==> src/rtl/branch_predict_unit.sv <==
// ---------------------------------------------------------------------------
// branch_predict_unit
//
// Branch prediction and resolution for a 5-stage RV32I pipeline.
//  * IF: direct-mapped BTB lookup. Each entry holds a 2-bit saturating
//    counter. The lookup yields pred_taken/pred_target.
//  * EX: resolves all six conditional branches from the raw operands, plus
//    JAL/JALR. It computes the correct next PC and flags a redirect when the
//    prediction carried down the pipe was wrong.
//  * Training: at the clock edge, resolved JAL and conditional branches
//    update or allocate their entry. JALR is never allocated.
//  * Statistics: saturating counters of resolved branches/jumps and of
//    redirects.
//
// Ports
//  clk, reset_n                  clock (rising edge), async active-low reset
//  if_pc                         fetch PC for the prediction lookup
//  pred_taken, pred_target       IF prediction (target is 0 when not taken)
//  ex_valid, ex_pc, ex_imm       EX instruction qualifier, PC, sign-ext imm
//  ex_rs1, ex_rs2                forwarded operands
//  ex_branch, ex_jal, ex_jalr    instruction class (jumps win over branch)
//  ex_funct3                     branch condition
//  ex_pred_taken/target          prediction that travelled with the instr
//  actual_taken                  resolved direction
//  redirect, redirect_pc         mispredict flush request and correct PC
//  pc_four                       ex_pc + 4 (link value)
//  stat_branches, stat_mispred   saturating statistics
// ---------------------------------------------------------------------------
module branch_predict_unit #(
    parameter int PC_W    = 9,
    parameter int ENTRIES = 16,
    parameter int STAT_W  = 16
) (
    input  logic              clk,
    input  logic              reset_n,
    input  logic [PC_W-1:0]   if_pc,
    output logic              pred_taken,
    output logic [31:0]       pred_target,
    input  logic              ex_valid,
    input  logic [PC_W-1:0]   ex_pc,
    input  logic [31:0]       ex_imm,
    input  logic [31:0]       ex_rs1,
    input  logic [31:0]       ex_rs2,
    input  logic              ex_branch,
    input  logic              ex_jal,
    input  logic              ex_jalr,
    input  logic [2:0]        ex_funct3,
    input  logic              ex_pred_taken,
    input  logic [31:0]       ex_pred_target,
    output logic              actual_taken,
    output logic              redirect,
    output logic [31:0]       redirect_pc,
    output logic [31:0]       pc_four,
    output logic [STAT_W-1:0] stat_branches,
    output logic [STAT_W-1:0] stat_mispred
);

    localparam int IDX_W = $clog2(ENTRIES);
    localparam int TAG_W = PC_W - IDX_W - 2;

    // Table state, one field per array.
    logic [ENTRIES-1:0]             valid_q,  valid_d;
    logic [ENTRIES-1:0][TAG_W-1:0]  tag_q,    tag_d;
    logic [ENTRIES-1:0]             jump_q,   jump_d;
    logic [ENTRIES-1:0][1:0]        ctr_q,    ctr_d;
    logic [ENTRIES-1:0][31:0]       target_q, target_d;
    logic [STAT_W-1:0]              stat_branches_q, stat_branches_d;
    logic [STAT_W-1:0]              stat_mispred_q,  stat_mispred_d;

    // ---------------- IF lookup ----------------
    logic [IDX_W-1:0] if_idx;
    logic [TAG_W-1:0] if_tag;
    logic             if_hit;
    logic             unused_pc_lsbs;

    assign if_idx = if_pc[IDX_W+1:2];
    assign if_tag = if_pc[PC_W-1:IDX_W+2];
    assign if_hit = valid_q[if_idx] && (tag_q[if_idx] == if_tag);
    // IF reads only the registered table, so a write to the same index in
    // this cycle is not visible until the next one.
    assign pred_taken  = if_hit && (jump_q[if_idx] || ctr_q[if_idx][1]);
    assign pred_target = pred_taken ? target_q[if_idx] : 32'd0;
    // Instructions are word aligned; the low PC bits play no part in lookup.
    assign unused_pc_lsbs = &{1'b0, if_pc[1:0]};

    // ---------------- EX resolution ----------------
    logic [31:0]      pc32;
    logic [31:0]      ex_target;
    logic             cond;
    logic [IDX_W-1:0] ex_idx;
    logic [TAG_W-1:0] ex_tag;
    logic             ex_hit;

    assign pc32    = 32'(ex_pc);
    assign pc_four = pc32 + 32'd4;
    assign ex_idx  = ex_pc[IDX_W+1:2];
    assign ex_tag  = ex_pc[PC_W-1:IDX_W+2];
    assign ex_hit  = valid_q[ex_idx] && (tag_q[ex_idx] == ex_tag);

    // NOTE: every always_comb output gets a default before any branch, so no
    // path can leave it unassigned and infer a latch.
    always_comb begin
        cond = 1'b0;
        unique case (ex_funct3)
            3'b000:  cond = (ex_rs1 == ex_rs2);
            3'b001:  cond = (ex_rs1 != ex_rs2);
            3'b100:  cond = ($signed(ex_rs1) <  $signed(ex_rs2));
            3'b101:  cond = ($signed(ex_rs1) >= $signed(ex_rs2));
            3'b110:  cond = (ex_rs1 <  ex_rs2);
            3'b111:  cond = (ex_rs1 >= ex_rs2);
            default: cond = 1'b0;
        endcase
    end

    assign ex_target    = ex_jalr ? ((ex_rs1 + ex_imm) & ~32'd1) : (pc32 + ex_imm);
    assign actual_taken = ex_valid && (ex_jal || ex_jalr || (ex_branch && cond));
    assign redirect     = ex_valid && ((actual_taken != ex_pred_taken) ||
                          (actual_taken && (ex_target != ex_pred_target)));
    assign redirect_pc  = !ex_valid    ? 32'd0 :
                          actual_taken ? ex_target : pc_four;

    // ---------------- Training and statistics ----------------
    always_comb begin
        valid_d         = valid_q;
        tag_d           = tag_q;
        jump_d          = jump_q;
        ctr_d           = ctr_q;
        target_d        = target_q;
        stat_branches_d = stat_branches_q;
        stat_mispred_d  = stat_mispred_q;

        // JALR targets are data dependent, so JALR never trains the table.
        if (ex_valid && !ex_jalr && (ex_branch || ex_jal)) begin
            if (actual_taken) begin
                target_d[ex_idx] = ex_target;
                jump_d[ex_idx]   = ex_jal;
                if (ex_hit) begin
                    if (ctr_q[ex_idx] != 2'b11)
                        ctr_d[ex_idx] = ctr_q[ex_idx] + 2'd1;
                end else begin
                    valid_d[ex_idx] = 1'b1;
                    tag_d[ex_idx]   = ex_tag;
                    ctr_d[ex_idx]   = 2'b10;
                end
            end else if (ex_hit && (ctr_q[ex_idx] != 2'b00)) begin
                ctr_d[ex_idx] = ctr_q[ex_idx] - 2'd1;
            end
        end

        if (ex_valid && (ex_branch || ex_jal || ex_jalr) && (stat_branches_q != '1))
            stat_branches_d = stat_branches_q + STAT_W'(1);
        if (redirect && (stat_mispred_q != '1))
            stat_mispred_d = stat_mispred_q + STAT_W'(1);
    end

    // NOTE: the table is small and must come out of reset with every entry
    // invalid and weakly not-taken, so every entry is reset rather than
    // inferring an unreset RAM. Sequential state uses non-blocking assignment
    // only, so all flops sample their _d values from the same edge.
    always_ff @(posedge clk or negedge reset_n) begin
        if (!reset_n) begin
            valid_q         <= '0;
            tag_q           <= '0;
            jump_q          <= '0;
            ctr_q           <= {ENTRIES{2'b01}};
            target_q        <= '0;
            stat_branches_q <= '0;
            stat_mispred_q  <= '0;
        end else begin
            valid_q         <= valid_d;
            tag_q           <= tag_d;
            jump_q          <= jump_d;
            ctr_q           <= ctr_d;
            target_q        <= target_d;
            stat_branches_q <= stat_branches_d;
            stat_mispred_q  <= stat_mispred_d;
        end
    end

    assign stat_branches = stat_branches_q;
    assign stat_mispred  = stat_mispred_q;

endmodule

==> config.mk <==
export PLATFORM = sky130hd
export DESIGN_NAME = branch_predict_unit
export DESIGN_NICKNAME = d
export VERILOG_FILES = /design/src/rtl/branch_predict_unit.sv
export SDC_FILE = /design/constraint.sdc
export NUM_CORES = 2
export LEC_CHECK = 0
export ABC_AREA = 1
export BUFFER_PORTS_ARGS = -buffer_cell sky130_fd_sc_hd__buf_2
export CORE_AREA = 2 2 356 429
export DETAILED_ROUTE_END_ITERATION = 16
export DIE_AREA = 0 0 358 431
export GPL_TIMING_DRIVEN = 0
export HOLD_SLACK_MARGIN = 0.05
export PLACE_DENSITY = 0.41
export SYNTH_ARGS = -nofsm -noshare
export SYNTH_HDL_FRONTEND = slang
export SYNTH_SLANG_ARGS = --single-unit
export TNS_END_PERCENT = 20
==> constraint.sdc <==
create_clock -name clk -period 8.7 [get_ports clk]
set_input_delay 0.87 -clock clk [delete_from_list [all_inputs] [get_ports clk]]
set_output_delay 0.87 -clock clk [all_outputs]
set_load 0.01 [all_outputs]
==> metrics <==
status=finished clean; CTS tree=yes; Crit Path Class=in -> out; DRC Markers=0; CP Capture Type=output pin; Core Region=150000 sq um; die area=154000 sq um; Worst path max stage delay=1080 ps; critical path required time=7830 ps; PostCTS Resize Cnt=0; worst-path cell chain=clkbuf_1, inv_1, clkbuf_1, clkbuf_1, clkbuf_1, clkbuf_1, o21ai_0, o22ai_1, nand2_1, a31oi_1, buf_2; Final Max Slew Viols=0; vias in the first global route=36200; synth-to-layout area growth=18.2%; Die Width=358 um; Post-Syn Area=37400 sq um; critical path's most frequent cell=clkbuf_1; register area share after synthesis=0.440; top cells by count, synth=nand2_1, o21ai_0, dfrtp_1; grt ovf=0; RSZ-0062 raised after global routing=false; Mean Syn Cell Area=7.41 sq um; Die Y=431 um; Post-DP Area=41400 sq um; routability cong.=0.943; starting density of the core=0.249; Power Total=8940 uW; Final Hold Fails=0; first-pass GRT wire length=253000 um; drt total wl=175000 um; VDD IR max=0.136 mV; Comb pwr share=0.190; Clock Path Buffers=3; CTS Root Cell=clkbuf_16; design area=44200 sq um; most common cell in the netlist=nand2_1; Hold WS=176 ps; Reg power frac=0.408; largest delay contributor family on the critical path=buffers and inverters; slowest stage cell, crit path=clkbuf_1; worst path bufs/invs=7; Post-Route Setup TNS=0 ps; dominant cell type by area after synthesis=dfrtp_1; Synth area leaders=dfrtp_1, nand2_1, o21ai_0; EDFF count, synth=0; Clock Pin Slew Worst Setup and Hold Paths=50 ps; share of post-route cells with drive strength above 1=0.111; slew margin rel.=0.0735; post-DR wirelength/cell=23.5 um; Netlist cell types=57; H-tree depth reported by CTS=3; Post-Synthesis Cells=5040; Final setup viols=0; Post-Route Skew=30.7 ps; Final Util=0.295; Synth Flop Type=dfrtp_1; total power density per cell area=202 nW/um^2; Syn. warnings=0; DR vias=36700; Pint=6050 uW; net load switching power=2900 uW; Num Clock Sinks=656; crit share post-route=0.762; Leak=0.0210 uW; top cell type's share of synthesized area=0.429; # IOs=287; critical path fanouts, max=11; vias per cell=4.92; MaxCap Viol Count=0; Yosys reg bits=656; initial antenna violation count=19; DRT iter0 DRCs=3073; pin count of the biggest net entering global routing=113; crit path time final=6630 ps; Hold WC Path Type=in -> async; Clk pwr share=0.402; hold-fix buffers at CTS=0; GRT Resource Usage Total=0.224; DPL Wire Length=136000 um; Pre-antenna DRT Iters=6; Final #Nets=5645; Setup crit start kind=primary input; async set-reset flop share out of synthesis=1.00; FF-to-FF setup slack=5780 ps; Routed Antenna Nets=0; CP arrival=5760 ps; measured slew at the worst slew-check pin=1390 ps; f_max=151 MHz; Post-CTS Setup Bufs=0; Clock Latency Late Sink=690 ps; port bufs=259; row count=156; Sw Ratio=0.324; TritonCTS Buffers=80
==> per-layer routing <==
| layer | global-route usage | vias to the layer above | part of all wire | routed length (um) |
|---|---|---|---|---|
| met1 | 0.290 | 17800 | 0.43 | 75600 |
| li1 | - | 17500 | - | - |
| met3 | 0.0279 | 240 | 0.050 | 8750 |
| met2 | 0.385 | 1132 | 0.49 | 85100 |
| met5 | 0 | - | 0.00028 | 49 |
| met4 | 0.0719 | 8 | 0.031 | 5490 |
==> placed cells by master, fill, tap and decap left out, drive strengths merged, types with 3 or more instances in the layout <==
cell	n
clkbuf	318
or2	7
nor4	3
o21bai	7
inv	341
a21oi	138
clkinvlp	3
a211oi	8
dfrtp	640
dfstp	16
nor3	28
nor2	412
conb	22
o22ai	114
nand4	51
ha	79
o21ai	992
nand3b	29
a311oi	21
xnor2	13
clkinv	26
nand3	236
bufinv	8
a31oi	11
xor2	28
a32o	25
nand2	1470
a21o	4
buf	402
o221ai	5
diode	6
and2	3
==> flip-flops by register name, summed over array words and instances, names as in the netlist <==
name,cells
stat_branches,16
stat_mispred,16
ctr_q,32
valid_q,16
jump_q,16
tag_q,48
target_q,512
==> worst paths after layout <==
| check | to | startpoint | cells past startpoint |
|---|---|---|---|
| max reg2reg | ctr_q[21] | ctr_q[12] | 14 |
| min in group clk | target_q[161] | target_q[161] | 2 |
| min | stat_branches[12] | reset_n | 1 |
| max in group asynchronous | target_q[344] | reset_n | 3 |
| min reg2reg | target_q[161] | target_q[161] | 2 |
| max | pred_target[14] | if_pc[2] | 11 |
==> power by group through the flow <==
stage	Sequential (uW)	Clock (uW)	Combinational [uW]
floorplan	3620	0	1000
global placement	3690	0	1680
detailed placement	3690	0	1710
CTS	3640	3660	1710
global route	3690	3770	1910
finish	3650	3590	1700
==> per-stage QoR <==
step / setup WS [ps] / std cells
floorplan: 4670 / 5061
global placement: -8940 / 7295
detailed placement: 2270 / 7301
CTS: 2270 / 7447
global route: 2080 / 7449
finish: 2070 / 7453
==> cell families after synthesis <==
group / count (synthesis) / synth area share
compound gates: 1329 / 0.191
xor+xnor: 41 / 0.00961
fa+ha+maj: 81 / 0.0275
buf+inv: 687 / 0.0830
flops: 656 / 0.440
mux: 1 / 0.000301
other cells: 1 / 0.000100
simple gates: 2244 / 0.249
==> final cells by class <==
| type | instances | area, sq um |
|---|---|---|
| Inverter | 341 | 1280 |
| Tap cell | 1975 | 2470 |
| Buffer | 346 | 1820 |
| Antenna cell | 6 | 15.0 |
| Multi-Input combinational cell | 3718 | 17900 |
| Timing Repair Buffer | 265 | 1470 |
| Clock inverter | 37 | 449 |
| Sequential cell | 656 | 16400 |
| Clock buffer | 109 | 2310 |
| Fill cell | 16800 | 106000 |
(Power assumes the default switching activity.)
